`config.mk`:
```
export PLATFORM = sky130hd
export DESIGN_NAME = decode_stage
export DESIGN_NICKNAME = d
export VERILOG_FILES = /design/src/rtl/decode_stage.sv
export SDC_FILE = /design/constraint.sdc
export NUM_CORES = 1
export LEC_CHECK = 0
export CELL_PAD_IN_SITES_DETAIL_PLACEMENT = 0
export CELL_PAD_IN_SITES_GLOBAL_PLACEMENT = 1
export CORE_MARGIN = 2
export CORE_UTILIZATION = 42
export DETAILED_ROUTE_END_ITERATION = 10
export HOLD_SLACK_MARGIN = 0.02
export PLACE_DENSITY = 0.76
export SLEW_MARGIN = 5
export SYNTH_ARGS = -nofsm -noshare
export SYNTH_HDL_FRONTEND = slang
export SYNTH_SLANG_ARGS = --single-unit
```
`constraint.sdc`:
```
create_clock -name clk -period 8 [get_ports clk]
set_clock_uncertainty 0.2 [all_clocks]
set_input_delay 2.4 -clock clk [delete_from_list [all_inputs] [get_ports clk]]
set_output_delay 2.4 -clock clk [all_outputs]
set_load 0.01 [all_outputs]
```
`src/rtl/decode_stage.sv`:
```
// decode_stage: buffered RV32I decode (IFQ FIFO -> registered decode bundle -> EX) with flush and HALT on illegal.
// Defining DECODE_MULDIV_EN makes RV32M OP encodings legal and drives DU_muldiv.
module decode_stage #(
    parameter int DEPTH = 4,
    parameter int PC_W = 32
) (
    input  logic                    clk,
    input  logic                    rst,
    input  logic                    IFQ_valid,
    output logic                    IFQ_ready,
    input  logic [31:0]             IFQ_instr,
    input  logic [PC_W-1:0]         IFQ_pc,
    input  logic                    DU_flush,
    input  logic                    EX_ready,
    output logic                    DU_valid,
    output logic [PC_W-1:0]         DU_pc,
    output logic [4:0]              DU_rs1,
    output logic [4:0]              DU_rs2,
    output logic [4:0]              DU_rd,
    output logic [31:0]             DU_imm,
    output logic [2:0]              DU_aluop,
    output logic                    DU_sra_sub,
    output logic                    DU_alusrc_imm,
    output logic                    DU_memread,
    output logic                    DU_memwrite,
    output logic                    DU_br,
    output logic                    DU_jal,
    output logic                    DU_jalr,
    output logic                    DU_lui,
    output logic                    DU_auipc,
    output logic                    DU_regwrite,
    output logic                    DU_illegal,
    output logic                    DU_muldiv,
    output logic                    DU_halted,
    output logic [$clog2(DEPTH):0]  DU_count
);
    localparam int AW = $clog2(DEPTH);
`ifdef DECODE_MULDIV_EN
    localparam bit MD_EN = 1'b1;
`else
    localparam bit MD_EN = 1'b0;
`endif
    typedef enum logic {RUN, HALT} state_t;
    state_t state, state_nx;
    logic [31:0]     instr_mem [DEPTH];
    logic [PC_W-1:0] pc_mem [DEPTH];
    logic [AW-1:0]   wr_ptr, rd_ptr;
    logic            push, load;
    logic [31:0]     i, imm, imm_i;
    logic [6:0]      op, f7;
    logic [2:0]      f3;
    logic ok, sra_sub, alusrc_imm, memread, memwrite, br, jal, jalr, lui, auipc, regwrite, muldiv;
    assign IFQ_ready = DU_count != (AW+1)'(DEPTH);
    assign push = IFQ_valid & IFQ_ready & ~DU_flush;
    assign load = (state == RUN) & (DU_count != '0) & (~DU_valid | EX_ready) & ~DU_flush;
    assign i = instr_mem[rd_ptr];
    assign op = i[6:0];
    assign f3 = i[14:12];
    assign f7 = i[31:25];
    assign imm_i = {{21{i[31]}}, i[30:20]};
    always_comb begin
        ok = 1'b0;
        sra_sub = 1'b0;
        alusrc_imm = 1'b0;
        memread = 1'b0;
        memwrite = 1'b0;
        br = 1'b0;
        jal = 1'b0;
        jalr = 1'b0;
        lui = 1'b0;
        auipc = 1'b0;
        regwrite = 1'b0;
        muldiv = 1'b0;
        imm = {i[31:12], 12'h000};
        case (op)
            7'b0110111: begin ok = 1'b1; lui = 1'b1; regwrite = 1'b1; end
            7'b0010111: begin ok = 1'b1; auipc = 1'b1; regwrite = 1'b1; end
            7'b1101111: begin
                ok = 1'b1; jal = 1'b1; regwrite = 1'b1;
                imm = {{12{i[31]}}, i[19:12], i[20], i[30:21], 1'b0};
            end
            7'b1100111: begin ok = f3 == 3'd0; jalr = 1'b1; regwrite = 1'b1; alusrc_imm = 1'b1; imm = imm_i; end
            7'b1100011: begin ok = f3[2:1] != 2'b01; br = 1'b1; imm = {{20{i[31]}}, i[7], i[30:25], i[11:8], 1'b0}; end
            7'b0000011: begin
                ok = f3 inside {3'd0, 3'd1, 3'd2, 3'd4, 3'd5};
                memread = 1'b1; regwrite = 1'b1; alusrc_imm = 1'b1; imm = imm_i;
            end
            7'b0100011: begin ok = f3 < 3'd3; memwrite = 1'b1; alusrc_imm = 1'b1; imm = {{21{i[31]}}, i[30:25], i[11:7]}; end
            7'b0010011: begin
                regwrite = 1'b1; alusrc_imm = 1'b1; imm = imm_i;
                sra_sub = f3 == 3'd5 && f7 == 7'h20;
                ok = f3 == 3'd1 ? f7 == 7'h00 : f3 == 3'd5 ? (f7 == 7'h00 || f7 == 7'h20) : 1'b1;
            end
            7'b0110011: begin
                regwrite = 1'b1;
                sra_sub = f7 == 7'h20;
                muldiv = MD_EN && f7 == 7'h01;
                ok = f7 == 7'h00 || (sra_sub && (f3 == 3'd0 || f3 == 3'd5)) || muldiv;
            end
            default: ;
        endcase
        if (!ok) begin
            regwrite = 1'b0;
            memread = 1'b0;
            memwrite = 1'b0;
            br = 1'b0;
            jal = 1'b0;
            jalr = 1'b0;
        end
        if (i[11:7] == 5'd0) regwrite = 1'b0;
    end
    always_comb state_nx = DU_flush ? RUN : (load && !ok) ? HALT : state;
    always_ff @(posedge clk) state <= rst ? RUN : state_nx;
    assign DU_halted = state == HALT;
    always_ff @(posedge clk) begin
        if (push) begin
            instr_mem[wr_ptr] <= IFQ_instr;
            pc_mem[wr_ptr] <= IFQ_pc;
        end
    end
    always_ff @(posedge clk) begin
        if (rst || DU_flush) begin
            wr_ptr <= '0;
            rd_ptr <= '0;
            DU_count <= '0;
        end else begin
            wr_ptr <= wr_ptr + AW'(push);
            rd_ptr <= rd_ptr + AW'(load);
            DU_count <= DU_count + (AW+1)'(push) - (AW+1)'(load);
        end
    end
    always_ff @(posedge clk) begin
        if (rst) begin
            DU_valid <= 1'b0;
            DU_pc <= '0;
            DU_rs1 <= '0;
            DU_rs2 <= '0;
            DU_rd <= '0;
            DU_imm <= '0;
            DU_aluop <= '0;
            {DU_sra_sub, DU_alusrc_imm, DU_memread, DU_memwrite, DU_br, DU_jal} <= '0;
            {DU_jalr, DU_lui, DU_auipc, DU_regwrite, DU_illegal, DU_muldiv} <= '0;
        end else if (DU_flush) begin
            DU_valid <= 1'b0;
        end else if (load) begin
            DU_valid <= 1'b1;
            DU_pc <= pc_mem[rd_ptr];
            DU_rs1 <= i[19:15];
            DU_rs2 <= i[24:20];
            DU_rd <= i[11:7];
            DU_imm <= imm;
            DU_aluop <= f3;
            {DU_sra_sub, DU_alusrc_imm, DU_memread, DU_memwrite, DU_br, DU_jal} <= {sra_sub, alusrc_imm, memread, memwrite, br, jal};
            {DU_jalr, DU_lui, DU_auipc, DU_regwrite, DU_illegal, DU_muldiv} <= {jalr, lui, auipc, regwrite, !ok, muldiv};
        end else if (EX_ready) begin
            DU_valid <= 1'b0;
        end
    end
endmodule

```
==> summary by stage <==
Synthesis
The synthesized design spends more area on one cell type than any other, namely edfxtp_1. In the synthesized netlist the dominant register cell turns out to be edfxtp_1. Of all flip-flops after synthesis, the portion carrying an async set or reset was 0%. After synthesis, the mean cell area works out to 16.05 um^2. The synthesized netlist contains 55 unique library cells. The most numerous cell in the Yosys netlist is edfxtp_1. Summing every instance area after synthesis gives 13260 um^2. The count of mapped cells out of synthesis is around 830. The number of nets in the synthesized netlist is 900. Yosys printed 0 warnings. The fraction of the yosys area taken by sequential cells is 73.39%. The number of enable flip-flop cells after synthesis is 256. Ranked by instance count, the synthesized netlist is headed by 256 x edfxtp_1, 140 x nand2_1, 102 x dfxtp_1, 65 x a21oi_1, 61 x mux4_2. Synthesis inferred 358 register bits.

By area the synthesized netlist is led by edfxtp_1 58%, dfxtp_1 15%, mux4_2 10%. The fraction of post-synthesis cell area in the top cell type by area is 57.98%.

Drt
The number of violations reported at the end of detailed-routing iteration 0 is 580. The average routed wire per standard cell is 20.53 um. The detail route stage leaves a number of antenna-violating nets equal to 0. The number of remaining DRC errors is 0. The detailed-route vias per instance is 5.300. The aggregate routed wire length is a little under 30000 um. The total vias in the final route is 7563. For this run, the detailed router's first-pass iteration total came to 5.

Placed design
The half-perimeter wire length of the detailed placement result is ~17000 um. Counting tap cells, the placed design contains a total of approximately 1400 instances. Before CTS, the worst setup slack after placement is 1.756 ns. The routability-driven placement congestion ratio is 0.7794.

The number of I/O port buffers is around 170.

Critical path
The worst register-to-register path begins at rd_ptr[0]. For the worst setup path, the data required time is between 8 and 9 ns. In this run the register-to-register setup slack is 4.28 ns.

The sort of element at the end of the critical path is a flop. The critical path start-end classification is in2reg. The startpoint class of the critical path is an input port. The worst setup path startpoint is DU_flush.

The signal on the critical path passes through clkdlybuf4s50_1 > or4_4 > inv_2 > buf_4 > nand2_1 > nor2_1 > a22oi_1 > nand2_1. The most numerous cell on the critical path is nand2_1. The capture instance of the worst register-to-register path is DU_jalr.

The signal arrival time at the worst endpoint is 5.93 ns. The endpoint of the worst setup timing path is DU_imm[21]. Among all stages on the critical path, the largest delay is contributed by or4_4.

The largest single stage delay on the critical path is 0.95 ns. In this run the worst path has a maximum fanout of 77. Counting cells, the worst reg-to-reg path comes to 8.

Global route
The number of global-route vias before repair is 7693. The first global-routing pass estimated 45220 um of wire. The initial antenna violation count is 1. Global routing used 17.89% of the available tracks.

The global route total overflow is 0. Entering global routing, the biggest net connects 78 pins.

Clock tree
The clock reaches the later pin of the worst-skew pair after 0.51 ns. Clock tree synthesis selected as its root buffer the cell clkbuf_16. The H-tree generated during clock tree synthesis spans 2 levels. The clock passes through at most 3 buffers. The number of gates resized after cts is 0. The clock sink total is 358. Hold repair after CTS inserted 0 buffers. Clock-pin slew was measured on the worst setup and hold paths at 0.06 ns. The CTS tree is yes.

The number of setup buffers added after CTS is 0. Clock tree synthesis inserted a total of 38 buffers.

Layout
The final layout net count is 1069. The post-route netlist has between 10% and 20% of its cells at a drive strength greater than 1. Once layout is complete, the utilization of the core stands at a little over half. The signed area change from the synthesized netlist to the final layout is 24.52%. The count of cells in the finished layout, fillers not included, comes to 1427.

STA
For the finished layout, the period the worst path requires is 5.675 ns. The final total negative setup slack is 0 ns. The actual slew at the worst max-slew pin is about 1.0 ns. Headroom to the max-slew limit came out at 30.63%. The total count of hold-check failures in the final report is 0. Across all setup checks in the final design, the least slack found is about 2.3 ns. Setup repair after global routing left no endpoint under its margin.

The number of pins exceeding their max-slew limit in the final report is 0. The setup violation total in the final timing report is 0. Dividing the final minimum period by the clock period gives 70.93%. Timing would allow up to 176.2 MHz.

Floorplan
The floorplan step defined a die boundary enclosing 33000 um^2. The floorplan step set the die height to 181.7 um. The number of placement rows is 65. For this configuration, the core starts out at a cell density of 42.34%. The number of top-level design ports is approximately 170. The horizontal die dimension is 181.7 um. The standard cell core area is 31310 um^2.

Power and ir drop
The worst IR drop on VDD is 0.1505 mV. The power density normalized to cell area is 241.6 nW/um^2. The analysis attributes to cell leakage a power of 5.316 nW.

Job
The number of max-cap violations is 0.

Outcome
The run finished with clean final reports.

Hold path
The path type of the worst min-delay path is reg2reg.
-- kinds of logic after synthesis --
group                      Yosys count  share of synthesized area (%)
AOI/OAI and AO/OA                  114                          5.342
xor gates and xnor gates             5                         0.3304
adders and majority gates            5                         0.5285
buffers and inverters               55                          2.010
DFF                                358                          73.39
muxes                               63                          10.76
other                                1                        0.02829
and+or+nand+nor                    225                          7.616
-- placed cells by master, fill, tap and decap left out, drive strengths merged, types with 2 or more instances in the layout --
cell type      count
or4                2
xor2               2
and2               8
nor2b              3
mux4              63
xnor2              3
nand3b             2
nand2b             2
nor4               3
dfxtp            102
clkbuf            51
a311oi             8
nand2            141
buf                9
inv               10
edfxtp           256
a31oi              3
ha                 4
a22oi             15
nor3              17
and3               2
nor2              29
nand3             10
a32o               4
clkinv            15
o21ai             10
a21oi             65
nand4              2
clkdlybuf4s50    166
a22o               2
-- registers in the layout, indices dropped and copies added (netlist names), 2 cells and up --
register   flops
wr_ptr         2
DU_aluop       3
DU_count       3
DU_pc         32
DU_rs1         5
DU_imm        32
instr_mem    128
pc_mem       128
DU_rd          5
DU_rs2         5
rd_ptr         2
-- metrics by stage --
| stage | hold WS [ns] | power (mW) | area, um^2 |
|---|---|---|---|
| 4_1_cts | 0.2530 | 4.024 | 16510 |
| 6_report | 0.2524 | 3.988 | 16510 |
| 3_3_place_gp | 0.2404 | 2.335 | 15300 |
| 2_1_floorplan | 0.2738 | 2.211 | 13260 |
| 5_1_grt | 0.2693 | 4.126 | 16510 |
| 3_5_place_dp | 0.2454 | 2.339 | 15300 |
-- power breakdown --
part / switching, mW / total [mW] / internal (mW)
clock network: 0.698 / 1.69 / 0.993
logic: 0.131 / 0.244 / 0.113
registers: 0.0233 / 2.05 / 2.03
total: 0.852 / 3.99 / 3.14
-- worst max-delay path, delay by kind of cell --
family          cells  cell delay [ns]
compound gates      1             0.14
simple gates        4             1.94
buf+inv             3             1.36
-- layer usage --
metal,track usage [%],vias up,routed length [um]
met5,0,-,0
met4,4.228,0,409
met3,3.349,39,1690
met2,30.34,252,14440
met1,24.05,3780,12760
li1,-,3492,-
-- cell type report --
cell class / count / area (um^2)
Sequential cell: 358 / 9737
Clock buffer: 51 / 1094
Fill cell: 2562 / 14800
Inverter: 9 / 33.78
Antenna cell: 1 / 2.502
Tap cell: 402 / 503.0
Multi-Input combinational cell: 413 / 3293
Clock inverter: 18 / 116.4
Timing Repair Buffer: 175 / 1729
-- worst min path at each step --
stage / from / end / slack, ns / cells after the start
2_1_floorplan: DU_imm[11] / DU_imm[11] / 0.27 / 2
3_3_place_gp: DU_imm[5] / DU_imm[5] / 0.24 / 2
3_5_place_dp: DU_imm[9] / DU_imm[9] / 0.25 / 2
4_1_cts: DU_imm[9] / DU_imm[9] / 0.25 / 2
5_1_grt: DU_imm[9] / DU_imm[9] / 0.27 / 2
6_report: DU_imm[7] / DU_imm[7] / 0.25 / 2
No activity file was read; power rests on OpenSTA's default activity.
